`src/rtl/cpuy_pkg.sv`:
```
//------------------------------------------------------------------------------
// Module   : cpuy_pkg
// Purpose  : Shared types and constants for the cpuy instruction fetch unit.
// Revision : 1.0 - initial release
//------------------------------------------------------------------------------
`default_nettype none

package cpuy_pkg;

  // Width of the ROM byte address and program counter
  localparam int ADDR_W = 8;

  // Address the program counter returns to on reset
  localparam logic [ADDR_W-1:0] RESET_VECTOR = 8'h00;

  // Opcode bit that marks a two-byte (opcode + immediate) instruction
  localparam int IMM_FLAG_BIT = 7;

  // Fetch sequencer states
  typedef enum logic [1:0] {
    FETCH_OP  = 2'd0,
    FETCH_IMM = 2'd1,
    VALID     = 2'd2
  } fetch_state_t;

endpackage : cpuy_pkg

`default_nettype wire

```
`src/rtl/cpuy_pc.sv`:
```
//------------------------------------------------------------------------------
// Module   : cpuy_pc
// Purpose  : Program counter with asynchronous reset, load and wrapping
//            increment. Load has priority over increment.
// Revision : 1.0 - initial release
//------------------------------------------------------------------------------
`default_nettype none

module cpuy_pc
  import cpuy_pkg::*;
(
  input  logic              clk,
  input  logic              rst_n,
  input  logic              load,
  input  logic [ADDR_W-1:0] load_val,
  input  logic              inc,
  output logic [ADDR_W-1:0] pc
);

  logic [ADDR_W-1:0] r_pc;

  // Counter register; the natural overflow of the adder gives FF -> 00 wrap
  always_ff @(posedge clk or negedge rst_n) begin
    if (!rst_n) begin
      r_pc <= RESET_VECTOR;
    end else if (load) begin
      r_pc <= load_val;
    end else if (inc) begin
      r_pc <= r_pc + 1'b1;
    end
  end

  assign pc = r_pc;

endmodule : cpuy_pc

`default_nettype wire

```
`src/rtl/fetch.sv`:
```
//------------------------------------------------------------------------------
// Module   : fetch
// Purpose  : Instruction fetch unit. Reads a one- or two-byte instruction from
//            ROM, presents it to the decoder with a valid/ready handshake and
//            supports jump redirection at any time.
// Options  : FETCH_STALL_CNT_EN - adds a saturating 16-bit stall_cnt output
//            counting fetch cycles where the ROM did not acknowledge.
// Revision : 1.0 - initial release
//------------------------------------------------------------------------------
`default_nettype none

module fetch
  import cpuy_pkg::*;
(
  input  logic        clk,
  input  logic        rst_n,
  output logic        rom_req,
  output logic [7:0]  rom_addr,
  input  logic        rom_ack,
  input  logic [7:0]  rom_data,
  output logic [7:0]  opcode,
  output logic [7:0]  operand,
  output logic        instr_valid,
  input  logic        instr_ready,
  input  logic        jump_en,
  input  logic [7:0]  jump_target,
  output logic [7:0]  pc
`ifdef FETCH_STALL_CNT_EN
  ,
  output logic [15:0] stall_cnt
`endif
);

  fetch_state_t r_state;
  logic [7:0]   r_opcode;
  logic [7:0]   r_operand;
  logic         r_instr_valid;
  logic         w_fetching;
  logic         w_xfer;
  logic [7:0]   w_pc;

  // rst_n is folded in so no request is visible while reset is asserted,
  // even though the reset state itself is a fetch state
  assign w_fetching = (r_state == FETCH_OP) || (r_state == FETCH_IMM);
  assign rom_req    = rst_n & w_fetching;
  assign rom_addr   = w_pc;
  assign w_xfer     = rom_req & rom_ack;

  // Program counter: jump loads, an accepted byte advances
  cpuy_pc u_pc (
    .clk      (clk),
    .rst_n    (rst_n),
    .load     (jump_en),
    .load_val (jump_target),
    .inc      (w_xfer & ~jump_en),
    .pc       (w_pc)
  );

  // Fetch sequencer with registered instruction outputs; jump overrides all
  always_ff @(posedge clk or negedge rst_n) begin
    if (!rst_n) begin
      r_state       <= FETCH_OP;
      r_opcode      <= 8'h00;
      r_operand     <= 8'h00;
      r_instr_valid <= 1'b0;
    end else if (jump_en) begin
      r_state       <= FETCH_OP;
      r_instr_valid <= 1'b0;
    end else begin
      case (r_state)
        FETCH_OP: begin
          if (w_xfer) begin
            r_opcode <= rom_data;
            if (rom_data[IMM_FLAG_BIT]) begin
              r_state <= FETCH_IMM;
            end else begin
              r_operand     <= 8'h00;
              r_state       <= VALID;
              r_instr_valid <= 1'b1;
            end
          end
        end
        FETCH_IMM: begin
          if (w_xfer) begin
            r_operand     <= rom_data;
            r_state       <= VALID;
            r_instr_valid <= 1'b1;
          end
        end
        VALID: begin
          if (instr_ready) begin
            r_state       <= FETCH_OP;
            r_instr_valid <= 1'b0;
          end
        end
        default: begin
          r_state       <= FETCH_OP;
          r_instr_valid <= 1'b0;
        end
      endcase
    end
  end

  assign opcode      = r_opcode;
  assign operand     = r_operand;
  assign instr_valid = r_instr_valid;
  assign pc          = w_pc;

`ifdef FETCH_STALL_CNT_EN
  logic [15:0] r_stall_cnt;

  // Saturating count of requested-but-unacknowledged fetch cycles
  always_ff @(posedge clk or negedge rst_n) begin
    if (!rst_n) begin
      r_stall_cnt <= 16'h0000;
    end else if (rom_req && !rom_ack && (r_stall_cnt != 16'hFFFF)) begin
      r_stall_cnt <= r_stall_cnt + 16'h0001;
    end
  end

  assign stall_cnt = r_stall_cnt;
`endif

endmodule : fetch

`default_nettype wire

```
`config.mk`:
```
export PLATFORM = sky130hd
export DESIGN_NAME = fetch
export DESIGN_NICKNAME = d
export VERILOG_FILES = /design/src/rtl/cpuy_pkg.sv /design/src/rtl/cpuy_pc.sv /design/src/rtl/fetch.sv
export SDC_FILE = /design/constraint.sdc
export NUM_CORES = 1
export LEC_CHECK = 0
export BUFFER_PORTS_ARGS = -buffer_cell sky130_fd_sc_hd__buf_2
export CORE_UTILIZATION = 47
export CTS_CLUSTER_DIAMETER = 60
export DETAILED_ROUTE_END_ITERATION = 7
export PLACE_DENSITY = 0.78
export SLEW_MARGIN = 20
export SYNTH_ARGS = -nofsm -noshare
export SYNTH_HDL_FRONTEND = slang
export SYNTH_SLANG_ARGS = --single-unit
```
`constraint.sdc`:
```
create_clock -name clk -period 1.55 [get_ports clk]
set_input_delay 0.31 -clock clk [delete_from_list [all_inputs] [get_ports clk]]
set_output_delay 0.31 -clock clk [all_outputs]
set_load 0.02 [all_outputs]
```
After elaboration in Yosys (flattened, before gate mapping)
Cells that the tools add are included.

operators by class
  $add $sub $neg = 1
  eq/ne operators = 9
  multiplexer cells = 18
  bitwise gates (word level) = 4
  reduce and logical (&&, ||, !) cells = 8

operator list
  kind                                                                    count
  8-bit two-way mux                                                       5
  8-bit one-hot mux with 2 select lines                                   1
  3-bit inequality test (second input constant)                           4
  2-bit two-way mux                                                       5
  8-bit by 1-bit adder with 8-bit output (second input constant)          1
  2-bit inequality test (second input constant)                           3
  2-bit one-hot mux with 3 select lines                                   1
  3-bit AND reduction                                                     2
  1-bit two-way mux                                                       5
  5-bit AND reduction                                                     1
  4-bit AND reduction                                                     1
  2-bit nonzero test                                                      2
  1-bit bitwise AND                                                       3
  1-bit one-hot mux with 3 select lines                                   1
  2-bit by 1-bit equality test with 1-bit output (second input constant)  1
  2-bit equality test (second input constant)                             1
  2-bit zero test                                                         1
  1-bit logical OR                                                        1
  1-bit inverter                                                          1

storage, ports and cells
  flip-flop bits (word level) = 27
  input port bits = 21
  output and inout port bits = 34
  logic and storage cells = 45

Depth between registers and ports, before layout
  depth in word-level cells = 7
  depth in mapped cells = 5
  gate-level depth less buffers = 4

By module
Synthesis repeated with hierarchy kept, for this count alone.

unflattened totals
  cells, all modules = 114
  area, all modules = 1327.5 um^2

by module, submodules not included
  module   times used  cells each  area an instance (um^2)  seq. area each (um^2)
  fetch    1           65          877.1                    475.5
  cpuy_pc  1           49          450.4                    200.2

Least setup slack after synthesis
No wires, ideal clock.

  path type = reg-to-reg
  start point = register u_pc.r_pc[0], in the netlist u_pc.pc[0]
  end point = register u_pc.r_pc[4], in the netlist u_pc.pc[4]
  data arrival time = 1.386 ns
  setup slack = 0.095 ns
  stages on the path, launching flop included = 5
  cells stage by stage = dfrtp_1 -> ha_1 -> nand4b_1 -> or4_1 -> nand3_1

on the way
  longest elaborated chain between the ends = 3

ends and longest elaborated chain
  item                                    RTL line       text
  from (decl)                             cpuy_pc.sv:20  logic [ADDR_W-1:0] r_pc;
  from (signal assigned)                  cpuy_pc.sv:27  r_pc <= load_val;
  from (signal assigned)                  cpuy_pc.sv:29  r_pc <= r_pc + 1'b1;
  8-bit by 1-bit adder with 8-bit output  cpuy_pc.sv:29
  8-bit two-way mux                       cpuy_pc.sv:28  end else if (inc) begin
  8-bit two-way mux                       cpuy_pc.sv:26  end else if (load) begin

No other way between the ends. The select of a mux whose other input is x is not followed.
A chain may end at the register's enable or synchronous reset.

Worst setup path in the final report
  start point = register r_state[1]
  end point = register r_operand[5], in the netlist operand[5]

on the way
  longest elaborated chain between the ends = 6
  elaborated cells on any way between the ends = 11

ends and longest elaborated chain
  item                                                                               RTL line                  text
  from (decl)                                                                        fetch.sv:34               fetch_state_t r_state;
  from (signal assigned)                                                             fetch.sv:62               r_state <= FETCH_OP;
  from (signal assigned)                                                             fetch.sv:67               r_state <= FETCH_OP;
  from (signal assigned)                                                             fetch.sv:75               r_state <= FETCH_IMM;
  2-bit by 1-bit equality test with 1-bit output or 2-bit zero test (tied branches)  fetch.sv:44, fetch.sv:70
  1-bit logical OR                                                                   fetch.sv:44               assign w_fetching = (r_state == FETCH_OP) || (r_state == FETCH_IMM);
  1-bit bitwise AND                                                                  fetch.sv:45               assign rom_req = rst_n & w_fetching;
  1-bit bitwise AND                                                                  fetch.sv:47               assign w_xfer = rom_req & rom_ack;
  2-bit inequality test (no source line)                                             -
  5-bit AND reduction (no source line)                                               -
  to (signal assigned)                                                               fetch.sv:85               r_operand <= rom_data;
  to (decl)                                                                          fetch.sv:36               logic [7:0] r_operand;

Parallel ways exist; a longest one is shown, timed or not.

==> summary.md <==
| Metric | Value |
|---|---|
| Outcome | finished clean |
| Antenna violations before repair | 0 |
| Initial core utilization | 51.1% |
| Period utilization | 93.4% |
| Vias per inst | 5.40 |
| CP cell instances | nor2_1, o2111ai_2, a22o_1 |
| Setup ws final | 0.102 ns |
| CP Buf/Inv Count | 0 |
| Clock buffer depth | 2 |
| Slew @ Worst Pin | 0.731 ns |
| Global-route wire length before repair | 4280 µm |
| VDD IR-drop max | 0.907 mV |
| Drt pass-1 iters | 4 |
| Sequential cell area | 677 µm² |
| Slowest cell on the critical path | dfrtp_2 |
| Most area-hungry cell type in the Yosys netlist | dfrtp_1 |
| WL per Instance | 14.2 µm |
| H-tree depth | 1 |
| Clk network pwr share | 19.0% |
| IO Pins | 55 |
| Synth async-reset ratio | 100% |
| RSZ-0062 raised after global routing | no |
| Core area | 2540 µm² |
| Class of the most critical setup path | reg2reg |
| Clock latency on the worst-skew pair | 0.34 ns |
| Mapped cell area | 1300 µm² |
| Critical Path RT | 1.79 ns |
| Post-synthesis mux area share | 7.70% |
| Final min period | 1.45 ns |
| Final setup vio count | 0 |
| Mapped Cells | 111 |
| Clk slew on worst S/H paths | 0.15 ns |
| Die X | 54.6 µm |
| Via count | 1069 |
| Number of global-route vias before repair | 939 |
| Routability congestion estimate | 0.778 |
| Fmax | 691 MHz |
| Pin count of the biggest net entering global routing | 18 |
| NetSw | 569 µW |
| CTS tree | done |
| Gr ovfl total | 0 |
| Ys Warns | 0 |
| IO Port Bufs | 54 |
| Post-layout nets | 191 |
| Compound-Gate Fraction of Synth Area | 13.9% |
| Post-Synth Simple-Gate Area | 15.8% |
| Die Span Y | 54.6 µm |
| Leak | 0.000834 µW |
| Power after layout | 1660 µW |
| GRT Util Overall | 20.8% |
| Initial DRC Count | 16 |
| CTS root buf | clkbuf_4 |
| Die area | 2980 µm² |
| Sequential-to-total area share from yosys stat | 52.0% |
| Area grow syn2layout | 25.8% |
| Diode count | 0 |
| CP endpoint kind | flip-flop |
| Most common cell in the netlist | dfrtp_1 |
| Crit path launch type | flip-flop |
| Max-Cap Viols | 0 |
| HP Class | in2reg |
| Worst EP arrival | 1.69 ns |
| CP delay by family, top | compound AO/OA/AOI/OAI gates |
| EDFF count, synth | 0 |
| Main combinational cell family by area after synthesis | simple AND/OR/NAND/NOR gates |
| CTS Buf Count | 3 |
| Internal | 1090 µW |
| Sequential power share | 51.5% |
| Layout cell share with drive strength beyond 1 | 48.8% |
| Footprint of the multi-input gates | 518 µm² |
| Switching Share | 34.3% |
| FP Rows | 18 |
| Final clock skew | 0.00890 ns |
| Synth top area cells | dfrtp_1 52%, mux2_2 6.9%, a22o_1 5.4%, buf_4 4.6%, nand2_1 2.9% |
| Xor/xnor cell area share of the yosys netlist | 1.35% |
| CP max FO | 10 |
| Post-DRT Antenna Nets | 0 |
| Most frequent cells after synthesis | 27 x dfrtp_1, 10 x nand2_1, 8 x a22o_1, 8 x buf_4, 8 x mux2_2 |
| Yosys cell types | 32 |
| Hpwl dp | 2070 µm |
| Worst slew margin | 51.1% |
| Adder-cell area share of the yosys netlist | 0.962% |
| Setup TNS | 0 ns |
| R2r setup slk | 0.10 ns |
| Dpl ws | -0.0299 ns |
| TritonCTS Sinks | 27 |
| Top FF cell, synth | dfrtp_1 |
| Pins Over Slew Limit | 0 |
| Post-Syn Area per Cell | 11.7 µm² |
| Fill count | 218 |
| Syn_nets | 133 |
| Final wirelength | 2820 µm |
| CP max stage delay | 0.48 ns |
| PD cells | 1020 nW/µm² |
| Synth top area share | 52.0% |
| Share of total power in combinational logic | 29.5% |
| FF+latch count, synth | 27 |
| Final hold vios | 0 |
| DRC violations left | 0 |
==> power groups by stage <==
stage / Sequential [µW] / Combinational (µW) / Clock [µW]
2_1_floorplan: 981 / 198 / 0
3_3_place_gp: 862 / 474 / 0
3_5_place_dp: 869 / 483 / 0
4_1_cts: 855 / 489 / 326
5_1_grt: 871 / 530 / 350
6_report: 855 / 490 / 315
==> per-layer routing <==
layer | up-vias | GRT usage (%) | wire length (µm)
met5 | - | 0 | 0
met3 | 5 | 3.06 | 110
met2 | 30 | 32.3 | 1390
met1 | 514 | 28.6 | 1270
met4 | 0 | 8.97 | 51
li1 | 520 | - | -
==> cell usage in the layout (no fill, tap or decap) <==
cell	n
dfrtp_2	1
a31oi_1	2
nand3_1	6
o41ai_1	1
inv_1	4
nand2_1	10
mux2_2	8
nand3b_4	1
nand2b_2	1
dfrtp_1	26
clkbuf_4	3
o2111ai_2	1
buf_2	54
o21ai_0	4
or3_1	1
nor3b_4	1
or2_2	1
ha_1	1
nor2_1	4
mux2i_1	1
o31ai_1	2
nand4_2	1
a32oi_1	1
buf_4	9
a22o_1	8
dlygate4sd3_1	2
clkinvlp_4	1
or4_1	5
nand4b_1	1
a21boi_0	1
o211ai_1	3
xor2_1	2
nor2b_1	1
==> per-stage QoR <==
step / cells / cell area, µm² / util, % / hold slack (ns)
2_1_floorplan: 111 / 1300 / - / 0.0144
3_3_place_gp: 189 / 1560 / 61.3 / 0.309
3_5_place_dp: 189 / 1560 / 61.3 / 0.320
4_1_cts: 195 / 1610 / 63.3 / 0.127
5_1_grt: 198 / 1640 / 64.3 / 0.122
6_report: 198 / 1640 / 64.3 / 0.136
==> repair_timing <==
item                                   CTS  global route
gates resized for setup                  1             1
setup endpoints to repair                8            11
pin swaps                                0             1
endpoints found under the hold margin   27             0
setup buffers                            0             3
hold buffers                             2             0
gates cloned                             0             0
==> worst paths after layout <==
kind,startpoint,end,cells past startpoint
setup / recovery,r_state[1]$_DFFE_PN0P_,operand[5]$_DFFE_PN0P_,3
hold / removal,instr_ready,r_state[1]$_DFFE_PN0P_,2
setup reg to reg,r_state[1]$_DFFE_PN0P_,operand[5]$_DFFE_PN0P_,3
hold reg to reg,opcode[4]$_DFFE_PN0P_,opcode[4]$_DFFE_PN0P_,1
max in group asynchronous,rst_n,r_state[1]$_DFFE_PN0P_,3
min in group asynchronous,rst_n,opcode[3]$_DFFE_PN0P_,3
==> sequential cells by signal (all words and copies together) (netlist names) <==
register     count
opcode           8
operand          8
u_pc.pc          8
r_state          2
instr_valid      1
==> worst register-to-register path: cells and delay by family (launching register included) <==
family          cells  cell delay (ns)
simple gates        1             0.21
compound gates      2             0.65
flops               1             0.48
==> area by class of cell <==
cell class	instances	area share, %
flip-flops and latches	27	41.4
multi-input cells	68	31.7
repair buffers	65	21.9
well taps	30	2.30
clock buffers	3	1.38
inverters	4	0.918
clock inverters	1	0.459
==> cell families (layout without fill, tap and decap cells) <==
family | Yosys count | count (layout)
and+or+nand+nor | 33 | 33
DFF | 27 | 27
AOI/OAI and AO/OA | 23 | 23
buffers and inverters | 16 | 73
muxes | 9 | 9
xor gates and xnor gates | 2 | 2
adders and majority gates | 1 | 1
(Power assumes the default switching activity.)
